### src/rtl/pb_page_alloc_if.sv
// pb_page_alloc_if: allocation, free and status channels of the packet buffer page allocator.
interface pb_page_alloc_if #(
  parameter int asz = 6,
  parameter int ports = 4,
  parameter int pw = 2
);
  logic [ports-1:0] alc_srdy;
  logic [ports-1:0] alc_drdy;
  logic [asz-1:0]   alc_page;
  logic             fre_srdy;
  logic             fre_drdy;
  logic [asz-1:0]   fre_page;
  logic [pw-1:0]    fre_port;
  logic [asz:0]     free_count;
  logic             init_done;
  logic             err;
  modport master (
    output alc_srdy, fre_srdy, fre_page, fre_port,
    input  alc_drdy, alc_page, fre_drdy, free_count, init_done, err
  );
  modport slave (
    input  alc_srdy, fre_srdy, fre_page, fre_port,
    output alc_drdy, alc_page, fre_drdy, free_count, init_done, err
  );
endinterface

### src/rtl/pb_page_alloc.sv
// pb_page_alloc: round-robin page allocator over a circular free-list FIFO.
// Optional per-port page quota is built when PB_ALLOC_QUOTA_EN is defined.
module pb_page_alloc #(
  parameter int pages = 64,
  parameter int asz = 6,
  parameter int ports = 4,
  parameter int pw = 2,
  parameter int quota = 24
) (
  input  logic          clk,
  input  logic          reset,
  pb_page_alloc_if.slave b
);
  typedef enum logic {INIT, RUN} state_t;
  localparam logic [asz:0] FULL = (asz+1)'(pages);
  state_t state_q, state_d;
  logic run, wen, push, pop, ovf, unf, found;
  logic [asz-1:0] mem [pages];
  logic [asz-1:0] wr_q, wr_d, rd_q, rd_d, wdata;
  logic [asz:0] cnt_q, cnt_d;
  logic [pw-1:0] rr_q, rr_d, gidx, idx;
  logic [ports-1:0] elig, qok, gnt;
  logic err_q, err_d;

  always_ff @(posedge clk or negedge reset)
    if (!reset) state_q <= INIT;
    else state_q <= state_d;

  always_comb state_d = (state_q == INIT && wr_q == asz'(pages-1)) ? RUN : state_q;

  always_comb begin
    run = state_q == RUN;
    b.init_done = run;
    b.fre_drdy = run;
    b.alc_drdy = gnt;
    b.alc_page = (run && cnt_q != '0) ? mem[rd_q] : '0;
    b.free_count = cnt_q;
    b.err = err_q;
  end

  assign elig = b.alc_srdy & qok & {ports{run && cnt_q != '0}};

  // scan from rr upward; pw-bit addition wraps modulo ports
  always_comb begin
    found = 1'b0;
    gidx = rr_q;
    idx = rr_q;
    for (int k = 0; k < ports; k++) begin
      idx = rr_q + pw'(k);
      if (!found && elig[idx]) begin
        found = 1'b1;
        gidx = idx;
      end
    end
    gnt = found ? (ports'(1) << gidx) : '0;
  end

  // INIT reuses the write pointer as the page id being seeded
  always_comb begin
    pop = |gnt;
    push = b.fre_srdy && run && cnt_q != FULL;
    ovf = b.fre_srdy && run && cnt_q == FULL;
    wen = !run || push;
    wdata = run ? b.fre_page : wr_q;
    wr_d = wr_q + asz'(wen);
    rd_d = rd_q + asz'(pop);
    cnt_d = cnt_q + (asz+1)'(wen) - (asz+1)'(pop);
    rr_d = pop ? gidx + pw'(1) : rr_q;
    err_d = err_q | ovf | unf;
  end

  always_ff @(posedge clk)
    if (wen) mem[wr_q] <= wdata;

  always_ff @(posedge clk or negedge reset)
    if (!reset) begin
      wr_q <= '0;
      rd_q <= '0;
      cnt_q <= '0;
      rr_q <= '0;
      err_q <= 1'b0;
    end else begin
      wr_q <= wr_d;
      rd_q <= rd_d;
      cnt_q <= cnt_d;
      rr_q <= rr_d;
      err_q <= err_d;
    end

`ifdef PB_ALLOC_QUOTA_EN
  logic [asz:0] used_q [ports];
  logic [asz:0] used_d [ports];
  always_comb begin
    unf = b.fre_srdy && run && used_q[b.fre_port] == '0;
    for (int i = 0; i < ports; i++) begin
      qok[i] = used_q[i] < (asz+1)'(quota);
      used_d[i] = used_q[i] + (asz+1)'(pop && gidx == pw'(i))
                - (asz+1)'(b.fre_srdy && run && b.fre_port == pw'(i) && used_q[i] != '0);
    end
  end
  always_ff @(posedge clk or negedge reset)
    if (!reset) used_q <= '{default: '0};
    else used_q <= used_d;
`else
  logic unused_fre_port;
  assign unused_fre_port = ^b.fre_port;
  always_comb begin
    qok = '1;
    unf = 1'b0;
  end
`endif
endmodule

### src/flat_wrapper.sv
// flat-port wrapper written by rule: the top's interface ports become plain ports
module pb_page_alloc_flat 
#(
  parameter int pages = 64,
  parameter int asz = 6,
  parameter int ports = 4,
  parameter int pw = 2,
  parameter int quota = 24
)
  (clk, reset, b_alc_srdy, b_fre_srdy, b_fre_page, b_fre_port, b_alc_drdy, b_alc_page, b_fre_drdy, b_free_count, b_init_done, b_err);
  pb_page_alloc_if #(.asz(asz), .ports(ports), .pw(pw)) b_i ();
  input  logic clk;
  input  logic reset;
  input wire logic [$bits(b_i.alc_srdy)-1:0] b_alc_srdy;
  input wire logic [$bits(b_i.fre_srdy)-1:0] b_fre_srdy;
  input wire logic [$bits(b_i.fre_page)-1:0] b_fre_page;
  input wire logic [$bits(b_i.fre_port)-1:0] b_fre_port;
  output wire logic [$bits(b_i.alc_drdy)-1:0] b_alc_drdy;
  output wire logic [$bits(b_i.alc_page)-1:0] b_alc_page;
  output wire logic [$bits(b_i.fre_drdy)-1:0] b_fre_drdy;
  output wire logic [$bits(b_i.free_count)-1:0] b_free_count;
  output wire logic [$bits(b_i.init_done)-1:0] b_init_done;
  output wire logic [$bits(b_i.err)-1:0] b_err;
  assign b_i.alc_srdy = b_alc_srdy;
  assign b_i.fre_srdy = b_fre_srdy;
  assign b_i.fre_page = b_fre_page;
  assign b_i.fre_port = b_fre_port;
  assign b_alc_drdy = b_i.alc_drdy;
  assign b_alc_page = b_i.alc_page;
  assign b_fre_drdy = b_i.fre_drdy;
  assign b_free_count = b_i.free_count;
  assign b_init_done = b_i.init_done;
  assign b_err = b_i.err;
  pb_page_alloc #(.pages(pages), .asz(asz), .ports(ports), .pw(pw), .quota(quota)) u_core (.clk(clk), .reset(reset), .b(b_i));
endmodule
### config.mk
export PLATFORM = sky130hd
export DESIGN_NAME = pb_page_alloc_flat
export DESIGN_NICKNAME = d
export VERILOG_FILES = /design/src/rtl/pb_page_alloc_if.sv /design/src/rtl/pb_page_alloc.sv /design/src/flat_wrapper.sv
export SDC_FILE = /design/constraint.sdc
export NUM_CORES = 1
export LEC_CHECK = 0
export ABC_AREA = 1
export BUFFER_PORTS_ARGS = -buffer_cell sky130_fd_sc_hd__buf_2
export CORE_UTILIZATION = 35
export DETAILED_ROUTE_END_ITERATION = 6
export HOLD_SLACK_MARGIN = 0.06
export SLEW_MARGIN = 10
export SYNTH_ARGS = -nofsm -noshare
export SYNTH_HDL_FRONTEND = slang
export SYNTH_SLANG_ARGS = --single-unit
### constraint.sdc
create_clock -name clk -period 9.25 [get_ports clk]
set_input_delay 0.925 -clock clk [delete_from_list [all_inputs] [get_ports clk]]
set_output_delay 0.925 -clock clk [all_outputs]
set_load 0.05 [all_outputs]
; ---- Yosys cells after proc, flatten, opt, wreduce, memory -nomap -nowiden
; Memory sizes are Yosys's and may differ from the RTL's.
; Index checks and enable logic that the tools add are counted.
[word_totals]
mem_count = 1
inputBits = 15
ramBits = 384
regBits = 23
wordCells = 61
out_inout_bits = 20
[mem_list]
columns = memory, depth, word_bits, read_ports, rd_ports_with_merged_regs, wr, line
row1 = u_core.mem, 64, 6, 1, 0, 1, pb_page_alloc.sv:18  ; logic [asz-1:0] mem [pages];
[classes]
n_addsub = 8
n_lt_le_gt_ge = 4
n_reduce_logical = 15
bitwise_logic = 3
n_eq_ne = 3
mux = 20
shifts = 1
[ops]
columns = cell, n
row1 = $add 6x1->6, 2
row2 = $lt 2x3->1 const B, 4
row3 = $mux 6, 2
row4 = $mux 1, 10
row5 = $bmux 1 s2, 4
row6 = $logic_and 1x1->1, 8
row7 = $add 7x1->7, 1
row8 = $eq 7x7->1 const B, 1
row9 = $ne 7x7->1 const B, 1
row10 = $reduce_bool 7->1, 1
row11 = $sub 7x1->7, 1
row12 = $eq 6x6->1 const B, 1
row13 = $mux 2, 3
row14 = $add 2x1->2 const B, 2
row15 = $add 2x2->2 const B, 2
row16 = $and 4x4->4, 1
row17 = $logic_not 1->1, 4
row18 = $mux 4, 1
row19 = $reduce_or 4->1, 1
row20 = $shl 1x2->4 const A, 1
row21 = $logic_or 1x1->1, 1
row22 = $not 1->1, 1
row23 = $or 1x1->1, 1

; ---- Logic depth before layout (Yosys ltp)
[depth]
ltp_word = 19
depth_mapped = 22
ltp_nobuf = 22

; ---- Worst setup path after synthesis
; Ideal clock, no wire load.
[synth_timing]
kind = register to register
from = register u_core.state_q, in the netlist u_core.b.fre_drdy
to = memory u_core.mem[0][3] (data pin)
path_buffers = 3
t_required_ns = 8.548
setup_time_ns = 0.702
arrival_ns = 3.691
path_stages_with_launch = 5
slack_ns = 4.857
path_cell_list = dfrtp_1 -> clkbuf_2 -> buf_4 -> clkbuf_1 -> o21ai_0
[synth_via]
elab_chain_len = 1
[synth_rtl]
columns = element, line
row1 = from (decl), pb_page_alloc.sv:16  ; state_t state_q, state_d;
row2 = from (signal assigned), pb_page_alloc.sv:27  ; else state_q <= state_d;
row3 = $mux 6, pb_page_alloc.sv:64  ; wdata = run ? b.fre_page : wr_q;
row4 = net u_core.wdata[3], pb_page_alloc.sv:19  ; logic [asz-1:0] wr_q, wr_d, rd_q, rd_d, wdata;
row5 = to (decl), pb_page_alloc.sv:18
; The timed path passes the listed nets, and every way through them passes these cells.

; ---- Worst setup path in the final report
[layout_timing]
from = register u_core.rd_q[0]
to = output port b_alc_page[4]
[layout_via]
elab_chain_len = 2
[layout_rtl]
columns = element, line
row1 = from (decl), pb_page_alloc.sv:19
row2 = from (signal assigned), pb_page_alloc.sv:84  ; rd_q <= rd_d;
row3 = $mem_v2 64x6, --
row4 = $mux 6, pb_page_alloc.sv:36  ; b.alc_page = (run && cnt_q != '0) ? mem[rd_q] : '0;
row5 = to (decl), flat_wrapper.sv:19  ; output wire logic [$bits(b_i.alc_page)-1:0] b_alc_page;
; No other way between the ends.

==> flow_summary_export.csv <==
group,metric,value,unit
status,outcome,"complete, no violations",
clock_tree,cts_sinks,407,
setup_path,crit_fanout,105,
clock_tree,cts-root-buf,"clkbuf_16",
power_and_ir_drop,p_per_area,323,mW/mm2
detailed_routing,firstDrtPassIters,7,
grt,antenna_found_initial,0,
yosys,yosys_warnings,0,
yosys,synth_edf_count,384,
placed_design,hpwlAfterDp,23700,um
yosys,synth_common_cells,"edfxtp_1, nor2_1, o21ai_0, nand2_1, nand3_1",
sta,hold_viol,0,
power_and_ir_drop,swShare,40.1,%
placed_design,place_congestion,0.823,
die,io_pins,35,
detailed_routing,remaining_drc_errors,0,
die,dieWidth,222,um
sta,drv_slew,0,
detailed_routing,vias_per_cell,5.30,
sta,period_needed,5.38,ns
placed_design,dp_slack,4.50,ns
yosys,synth_flop_cell,"edfxtp_1",
detailed_routing,drt_iter0_markers,1123,
power_and_ir_drop,p_sw,2.45,mW
final_layout,diodes,0,
grt,grt_use_total,16.5,%
hold_path,hold_class,"input port to async pin",
setup_path,r2r_end,"u_core.b.free_count[6]$_DFF_PN0_",
clock_tree,h-tree-depth,2,
run,drv_cap,0,
yosys,synth_top_cell_area_share,67.9,%
clock_tree,worstSkewPairLatency,0.54,ns
die,die_area,0.0494,mm2
detailed_routing,num_vias,10800,
setup_path,cp-startpoint,"u_core.rd_q[0]$_DFF_PN0_",
final_layout,fin_nets,1426,
sta,slew_headroom,30.2,%
power_and_ir_drop,p_leak,6.22,nW
clock_tree,cts_inserted_buffers,42,
power_and_ir_drop,p_int,3.66,mW
setup_path,cp-end-kind,"output pin",
grt,grt_pass1_vias,10500,
clock_tree,cts_buffer_depth,3,
final_layout,drive_above_1_share,8.50,%
yosys,netlist_area,0.0170,mm2
placed_design,portBuffers,32,
yosys,syn_inst,1386,
die,core,0.0478,mm2
sta,hold_ws,0.374,ns
sta,setup_tns,0,ns
die,die_h,222,um
sta,rsz0062_at_grt,"false",
power_and_ir_drop,combPwrFrac,36.6,%
clock_tree,ctsHoldBuffers,0,
sta,fmax,0.186,GHz
setup_path,crit_type,"flip-flop to output pin",
clock_tree,post_cts_buffers,0,
die,initial_core_util,35.5,%
grt,grt_overflow,0,
setup_path,cp.required,8.33,ns
yosys,synth_nets,1419,
setup_path,critPathArrivalTime,4.45,ns
yosys,ys_types,34,
die,std_cell_rows,80,
setup_path,timing.rr.start,"u_core.b.free_count[4]$_DFF_PN0_",
sta,tightest_slew,1.05,ns
power_and_ir_drop,vdd_ir_drop_max,0.000400,V
setup_path,r2r_cells,22,
sta,fin_ws,3.87,ns
sta,setup_viol,0,
power_and_ir_drop,p_seq_share,36.9,%
grt,grt_max_degree,106,
detailed_routing,final_antenna_net_count,0,
clock_tree,cts_tree,"yes",
yosys,ys_seq_area_share,71.3,%
sta,skew,0.0181,ns
clock_tree,cts_resized,0,
detailed_routing,drt-wirelength-per-cell,20.0,um
setup_path,crit_end,"b_alc_page[4]",
yosys,syn_avg_cell_area,12.3,um2
yosys,ys_seq_elements,407,
yosys,yosysTopAreaCell,"edfxtp_1",
yosys,ys_async_sr_fraction,5.65,%
yosys,yosys.cell_count.top_type,"edfxtp_1",
yosys,synthTopCellsByArea,"edfxtp_1, nor2_1, o21ai_0, dfrtp_1, nand2_1",
grt,grt_pass1_wl,62500,um
detailed_routing,wirelength,40800,um
sta,fin_crit_sh,58.1,%
setup_path,start_kind,"flip-flop",
clock_tree,clk_pin_slew,0.07,ns
power_and_ir_drop,p_clk_share,26.5,%
setup_path,regToRegSetupSlack,5.64,ns
final_layout,syn2layout_area_growth,11.3,%
==> how the worst min path moves through the flow <==
stage	from	endpoint	slack [ns]	depth (start not counted)
after floorplan	u_core.rd_q[1]$_DFF_PN0_	u_core.rd_q[1]$_DFF_PN0_	0.48	1
after global placement	u_core.b.err$_DFF_PN0_	u_core.b.err$_DFF_PN0_	0.46	1
after detailed placement	u_core.b.err$_DFF_PN0_	u_core.b.err$_DFF_PN0_	0.46	1
after CTS	reset	u_core.rr_q[0]$_DFFE_PN0P_	0.38	1
after global routing	reset	u_core.rr_q[0]$_DFFE_PN0P_	0.41	1
final	reset	u_core.rr_q[0]$_DFFE_PN0P_	0.37	1
==> cell families (layout without fill, tap and decap cells) <==
family          after synthesis  after routing  synth area share, %
simple gates                488            488                 11.8
flops                       407            407                 71.3
compound gates              333            333                 11.0
buf+inv                     125            163                 3.87
fa+ha+maj                    18             18                 1.37
xor+xnor                     15             15                0.773
==> registers in the layout, summed over array words and instances, names as in the netlist <==
register,flops
u_core.mem,384
u_core.b.free_count,7
u_core.rd_q,6
u_core.wr_q,6
u_core.rr_q,2
u_core.b.err,1
u_core.b.fre_drdy,1
==> power by group through the flow <==
stage	clock network [mW]	registers (mW)	logic, mW
after global routing	1.71	2.27	2.46
after CTS	1.64	2.25	2.24
final	1.62	2.25	2.23
after floorplan	0	2.24	1.68
after detailed placement	0	2.29	2.23
after global placement	0	2.28	2.20
==> critical path: stages, from the launching register on <==
cell and delay, ns:
dfrtp_4 0.73, inv_6 0.67, buf_4 0.80, o21ai_0 0.32, o211ai_1 0.18, o211ai_1 0.32
nand3_1 0.17, nand3_1 0.08, a21oi_1 0.23, buf_2 0.32
==> cell type report <==
| class | count | area, um2 |
|---|---|---|
| clock buffer | 51 | 1150 |
| clock inverter | 24 | 163 |
| fill | 4513 | 28900 |
| inverter | 42 | 163 |
| multi-input combinational | 854 | 4290 |
| sequential | 407 | 12100 |
| tap | 615 | 769 |
| timing repair buffer | 46 | 265 |
==> per-stage QoR <==
step	total power, mW	area (um2)	std cells	util (%)
after floorplan	3.92	17000	1386	-
after detailed placement	4.52	17600	1964	36.8
after CTS	6.13	18900	2039	39.5
after global placement	4.49	17600	1964	36.8
after global routing	6.44	18900	2039	39.5
final	6.10	18900	2039	39.5
==> cells in the final DEF, fill, tap and decap left out, types with 14 or more instances in the layout <==
master     count
xor2_1        14
nand4_1       24
o21ai_0      185
nor2_1       304
edfxtp_1     384
o21ai_1       14
buf_2         32
dfrtp_1       21
buf_4         14
o211ai_1      40
ha_1          17
nand2_1       91
o22ai_1       48
nand3_1       62
clkbuf_16     45
inv_1         35
a21oi_1       29
==> metal layers <==
layer	GRT usage [%]	vias up	share of wire, %
li1	-	5057	-
met1	23.1	5302	45
met2	25.8	383	46
met3	3.15	73	7.0
met4	5.51	0	2.8
met5	0	-	0
Note: power is estimated with default switching activity, not from simulation.
